--- src/rtl/sram_frame_reader.sv ---
// rtl/sram_frame_reader.sv - streams a frame of SRAM words through a 2-deep FIFO; game-logic writes take priority
module sram_frame_reader #(
  parameter int ADDRESS_WIDTH = 16,
  parameter int DATA_WIDTH    = 8,
  parameter int FRAME_WORDS   = 40320
) (
  input  logic                     CLK,
  input  logic                     RST,
  input  logic                     start,
  input  logic [ADDRESS_WIDTH-1:0] base_addr,
  output logic                     busy,
  output logic                     done,
  output logic [DATA_WIDTH-1:0]    pix_data,
  output logic                     pix_valid,
  input  logic                     pix_ready,
  input  logic                     wr_req,
  input  logic [ADDRESS_WIDTH-1:0] wr_addr,
  input  logic [DATA_WIDTH-1:0]    wr_data,
  output logic                     wr_ack,
  output logic [ADDRESS_WIDTH-1:0] address,
  output logic                     enable,
  output logic [DATA_WIDTH-1:0]    sram_in,
  input  logic [DATA_WIDTH-1:0]    sram_out
);

  // Counters need one extra bit so a full 2^ADDRESS_WIDTH frame is representable.
  localparam int CW = ADDRESS_WIDTH + 1;
  localparam logic [CW-1:0] FRAME_LAST = CW'(FRAME_WORDS);

  typedef enum logic [1:0] {
    S_IDLE,
    S_READ,
    S_DRAIN,
    S_DONE
  } state_t;

  state_t state, state_nxt;

  logic [ADDRESS_WIDTH-1:0] rd_ptr;
  logic [CW-1:0]            issued;
  logic [CW-1:0]            consumed;
  logic [CW-1:0]            issued_inc;
  logic [CW-1:0]            consumed_inc;
  logic                     inflight;
  logic [DATA_WIDTH-1:0]    fifo_mem [2];
  logic                     fifo_head;
  logic                     fifo_tail;
  logic [1:0]               fifo_count;
  logic                     pop;
  logic [2:0]               occupancy;
  logic                     rd_room;
  logic                     issue_rd;
  logic                     take_start;

  assign issued_inc   = issued + CW'(1);
  assign consumed_inc = consumed + CW'(1);
  assign pix_valid    = (fifo_count != 2'd0);
  assign pix_data     = fifo_mem[fifo_head];
  assign pop          = pix_valid & pix_ready;
  assign fifo_tail    = fifo_head ^ fifo_count[0];
  assign busy         = (state == S_READ) || (state == S_DRAIN);
  assign done         = (state == S_DONE);

  // Credit the word leaving this cycle so a steady stream sustains one read per cycle.
  assign occupancy = 3'(fifo_count) + 3'(inflight) - 3'(pop);
  assign rd_room   = (occupancy < 3'd2);

  always_comb begin
    wr_ack   = 1'b0;
    enable   = 1'b0;
    address  = rd_ptr;
    sram_in  = wr_data;
    issue_rd = 1'b0;
    if (wr_req) begin
      wr_ack  = 1'b1;
      enable  = 1'b1;
      address = wr_addr;
    end else if ((state == S_READ) && rd_room) begin
      issue_rd = 1'b1;
    end
  end

  always_comb begin
    state_nxt  = state;
    take_start = 1'b0;
    case (state)
      S_IDLE: begin
        if (start) begin
          take_start = 1'b1;
          state_nxt  = S_READ;
        end
      end
      S_READ: begin
        if (issue_rd && (issued_inc == FRAME_LAST)) state_nxt = S_DRAIN;
      end
      S_DRAIN: begin
        if (pop && (consumed_inc == FRAME_LAST)) state_nxt = S_DONE;
      end
      S_DONE: state_nxt = S_IDLE;
      default: state_nxt = S_IDLE;
    endcase
  end

  always_ff @(posedge CLK) begin
    if (RST) begin
      state      <= S_IDLE;
      rd_ptr     <= '0;
      issued     <= '0;
      consumed   <= '0;
      inflight   <= 1'b0;
      fifo_head  <= 1'b0;
      fifo_count <= 2'd0;
    end else begin
      state    <= state_nxt;
      inflight <= issue_rd;
      if (take_start) begin
        rd_ptr   <= base_addr;
        issued   <= '0;
        consumed <= '0;
      end else begin
        if (issue_rd) begin
          rd_ptr <= rd_ptr + ADDRESS_WIDTH'(1);
          issued <= issued_inc;
        end
        if (pop) consumed <= consumed_inc;
      end
      fifo_head  <= fifo_head ^ pop;
      fifo_count <= fifo_count + {1'b0, inflight} - {1'b0, pop};
    end
  end

  // Read data returns the cycle after issue; when full, the slot being popped is reused.
  always_ff @(posedge CLK) begin
    if (!RST && inflight) fifo_mem[fifo_tail] <= sram_out;
  end

endmodule

--- config.mk ---
export PLATFORM = sky130hd
export DESIGN_NAME = sram_frame_reader
export DESIGN_NICKNAME = d
export VERILOG_FILES = /design/src/rtl/sram_frame_reader.sv
export SDC_FILE = /design/constraint.sdc
export NUM_CORES = 1
export LEC_CHECK = 0
export BUFFER_PORTS_ARGS = -buffer_cell sky130_fd_sc_hd__buf_4
export CORE_ASPECT_RATIO = 1.2
export CORE_MARGIN = 8
export CORE_UTILIZATION = 45
export DETAILED_ROUTE_END_ITERATION = 8
export PLACE_DENSITY = 0.7
export SKIP_CTS_REPAIR_TIMING = 1
export SYNTH_ARGS = -nofsm -noshare
export SYNTH_HDL_FRONTEND = slang
export SYNTH_SLANG_ARGS = --single-unit
--- constraint.sdc ---
create_clock -name CLK -period 10.45 [get_ports CLK]
set_input_delay 2.09 -clock CLK [delete_from_list [all_inputs] [get_ports CLK]]
set_output_delay 2.09 -clock CLK [all_outputs]
set_load 0.02 [all_outputs]
== Yosys cells after proc, flatten, opt, wreduce, memory -nomap -nowiden ==
Memories as Yosys holds them, arrays and structs flattened. A register that Yosys moved wholly into a read port is not among the register bits.
Index checks and enable logic that the tools add are counted.
Word-level totals
  bits in latches: 0
  bits in read-only memories: 0
  input bits: 53
  bits in registers: 56
  bits in writable memories: 16
  output and inout bits: 37
  word-level logic and storage cells: 53
  memories kept: 1
Cells by class
  equality and inequality tests: 8
  divide/modulo/power cells: 0
  multiplexer cells: 15
  bitwise gates (word level): 3
  $add $sub $neg: 7
  reductions and logical operators: 11
  magnitude comparators: 1
  shift-type cells: 0
  multipliers: 0
Memories
  fifo_mem: words 2, bits a word 8, read ports 1, clocked after Yosys merged registers in 1, wr ports 1, RTL line 45  | logic [DATA_WIDTH-1:0] fifo_mem [2];
Operator list (count)
  two-way mux 16 bit: 3
  adder 17 x 1 -> 17 bit (second input constant): 2
  == test 17 x 16 -> 1 bit (second input constant): 2
  adder 16 x 1 -> 16 bit (second input constant): 1
  two-way mux 1 bit: 8
  one-hot mux 2 bit (4 select lines): 1
  two-way mux 2 bit: 3
  == test 2 bit (second input constant): 2
  logical AND 1 bit: 4
  != test 2 x 1 -> 1 bit (second input constant): 2
  nonzero test 2 bit: 2
  adder 2 x 1 -> 3 bit: 1
  < comparator 3 x 2 -> 1 bit (second input constant): 1
  AND reduction 3 bit: 1
  subtractor 3 x 1 -> 3 bit: 1
  adder 2 x 1 -> 2 bit: 1
  == test 2 x 1 -> 1 bit (second input constant): 1
  zero test 2 bit: 1
  != test 2 bit (second input constant): 1
  OR reduction 2 bit: 1
  subtractor 2 x 1 -> 2 bit: 1
  bitwise XOR 1 bit: 2
  bitwise AND 1 bit: 1
  zero test 1 bit: 1
  logical OR 1 bit: 1

== Depth between registers and ports, before layout ==
  depth in word-level cells: 10
  gate-level depth with buffers: 15
  mapped depth without buffers: 14

== Worst setup path after synthesis ==
OpenSTA, ideal clock, no wires.
  path kind: input-to-output
  start point: input wr_req
  end point: output address[11]
  data required time: 8.360 ns
  data arrival time: 3.155 ns
  stages: 3
  path slack: 5.205 ns
  path buffers: 2
  cells stage by stage: clkbuf_1 > buf_1 > mux2_2
Between the ends
  word-level cells in the longest chain between the ends: 1
RTL lines
  start: declaration: RTL line 16  | input logic wr_req,
  two-way mux 16 bit: RTL line 74  | if (wr_req) begin
  end: declaration: RTL line 20  | output logic [ADDRESS_WIDTH-1:0] address,
No other way between the ends.

== Final worst setup path ==
  start point: input wr_req
  end point: output address[6]
Same word-level chain as after synthesis.

==> results.md <==
* Initial DRC count at 166
* # DRC at 0
* Post-Syn Instances at 456
* Post-synth top cells: nor2_1 (60), dfxtp_1 (56), xor2_1 (36)
* Post-synth EDFFs at 16
* Slowest CP cell: mux2_2
* Crit start category: input pin
* Crit share post-route at 47.4%
* Netlist cell types at 57
* H-tree Lvls at 3
* Critical R2R Capture: state[0]
* X dimension of the die at 104 µm
* Largest net degree at the start of global routing at 35
* Worst EP required at 8.36 ns
* Reg2reg setup slack at 6.70 ns
* Post-route minimum period at 4.96 ns
* Synth async-reset ratio at 0%
* CP cell instances: buf_4 -> mux2_2 -> buf_4
* Worst setup path end: address[6]
* Final hold violations at 0
* Router iterations before antenna repair at 4
* I/O Pins at 90
* GRT Resource Usage Total at 14.1%
* Yosys top cell by area: dfxtp_1
* Post-synthesis area per instance at 9.16 µm²
* Max transition margin at 23.9%
* Final #Nets at 568
* Worst-path clk slew at 0.08 ns
* Vias post-DR at 3359
* Setup crit end kind: output pin
* MaxCap Viol Count at 0
* Pwr dens at 173 mW/mm²
* Status: completed
* Mapped Area at 0.00418 mm²
* Register bit total from synthesis at 72
* Vias in the first global route at 3195
* Area grow syn2layout at 16.1%
* Internal power at 0.548 mW
* TNS Setup at 0 ns
* Number of placed cells counting well taps at 611
* Core area at 0.00903 mm²
* Routability cong. at 0.804
* Max stage delay on crit path at 0.37 ns
* Vias/cell at 5.36
* Total gr overflow at 0
* First-pass GRT wire length at 14900 µm
* Final WL at 8790 µm
* VDD IR-drop max at 0.0966 mV
* Fmax at 202 MHz
* Final Non-Filler Cells at 627
* Sequential Power Share at 42.7%
* CTS tree: built
* WP data arrival at 2.87 ns
* Initial Util at 46.2%
* Hold WC Path Type: reg2reg
* Yosys warns at 0
* Row count at 38
* Reg2reg start: fifo_count[1]
* Worst Max-Slew Pin Slew at 1.14 ns
* Share of cells above drive strength 1 at 24.5%
* Syn Nets at 522
* Seq/Total Area, Yosys at 38.3%
* Final Skew at 0.00657 ns
* Crit-path max FO at 21
* Combinational power share at 31.3%
* I/O Buffers at 73
* P_sw at 0.291 mW
* Setup CP Type: in2out
* Antenna diode count at 0
* Clock Path Buffers at 2
* Die Ht at 122 µm
* Avg WL per Cell at 14.0 µm
* Top FF cell, synth: dfxtp_1
* Dpl hpwl at 6410 µm
* R2r worst-path depth at 15
* TritonCTS Buffers at 9
* Switching part of the total at 34.7%
* Die ar. at 0.0126 mm²
* Antenna violations before repair at 0
* Worst skew pair latency at 0.35 ns
* Final max-slew violation count at 0
* Root Buffer: clkbuf_8
* CP Launch Point: wr_req
* Leakage at 1.90 nW
* Unrepaired setup endpoints after global routing: false
* Clock Power Share at 26.0%
* Top cell type's share of synthesized area at 26.8%
* Clock Sinks at 72
* Number of routed nets with antenna violations at 0
* Most Frequent Cell on Critical Path: buf_4
* Endpoints failing setup at 0
* Synth top area cells: dfxtp_1 (27%), edfxtp_1 (12%), xor2_1 (7.5%)
* Most frequent cell after synthesis: nor2_1
==> how the worst min path moves through the flow <==
stage	cells past startpoint	endpoint	slack, ns	start
2_1_floorplan	2	state[1]	0.47	state[1]
3_3_place_gp	2	state[1]	0.48	state[1]
3_5_place_dp	2	state[1]	0.50	state[1]
5_1_grt	2	issued[12]	0.55	issued[12]
4_1_cts	2	state[1]	0.52	state[1]
6_report	2	issued[12]	0.52	issued[12]
==> sequential cells by signal, summed over array words and instances (netlist names) <==
| signal | flops |
|---|---|
| consumed | 17 |
| issued | 17 |
| fifo_mem | 16 |
| rd_ptr | 16 |
| fifo_count | 2 |
| state | 2 |
| fifo_head | 1 |
| inflight | 1 |
==> placed cells by master, fill, tap and decap left out, drive strengths merged, types with 6 or more instances in the layout <==
master	synthesis	routed
a211oi	16	16
a21oi	8	8
a31oi	6	6
and3	9	9
buf	20	74
clkbuf	18	9
dfxtp	56	56
edfxtp	16	16
ha	12	12
inv	12	13
mux2	22	22
nand2	29	29
nand3	26	26
nand4	17	17
nor2	60	60
nor3	14	14
o21ai	7	7
xnor2	16	16
xor2	36	36
==> area by class of cell <==
class	instances	area [µm²]
fillers	825	4190
multi-input cells	332	2300
flip-flops and latches	72	1600
repair buffers	74	556
well taps	120	150
clock buffers	9	124
clock inverters	7	70.1
inverters	13	48.8
==> power groups by stage <==
stage | sequential [mW] | combinational [mW] | clock [mW]
CTS | 0.359 | 0.267 | 0.224
global placement | 0.364 | 0.261 | 0
detailed placement | 0.365 | 0.266 | 0
floorplan | 0.347 | 0.197 | 0
global route | 0.365 | 0.293 | 0.233
finish | 0.358 | 0.263 | 0.218
==> metal layers <==
metal  global-route usage [%]  part of all wire, %
met1                     16.5                   44
met2                     23.7                   47
met3                     3.75                  5.8
met4                     6.44                  2.3
met5                        0                    0
==> cell families (layout without fill, tap and decap cells) <==
| family | count (synthesis) | in the layout | share of synthesized area (%) |
|---|---|---|---|
| xor gates and xnor gates | 52 | 52 | 10.9 |
| AOI/OAI and AO/OA | 54 | 54 | 9.61 |
| adders and majority gates | 13 | 13 | 4.07 |
| DFF | 72 | 72 | 38.3 |
| and+or+nand+nor | 186 | 186 | 23.2 |
| muxes | 27 | 27 | 7.13 |
| buffers and inverters | 52 | 103 | 6.80 |
==> worst max-delay path: cells and delay by family <==
family   cells  cell delay (ns)
buf+inv      2             0.40
mux          1             0.37
==> per-stage QoR <==
| step | utilization (%) | hold slack, ns | area, µm² | power (mW) | setup WS [ns] |
|---|---|---|---|---|---|
| after floorplan | - | 0.468 | 4180 | 0.544 | 5.21 |
| after global placement | 51.5 | 0.481 | 4650 | 0.625 | 5.28 |
| after detailed placement | 51.5 | 0.505 | 4650 | 0.631 | 5.17 |
| after CTS | 53.7 | 0.516 | 4850 | 0.850 | 5.48 |
| after global routing | 53.7 | 0.549 | 4850 | 0.890 | 5.27 |
| final | 53.7 | 0.517 | 4850 | 0.839 | 5.49 |
Power figures use the tool's default switching activity.
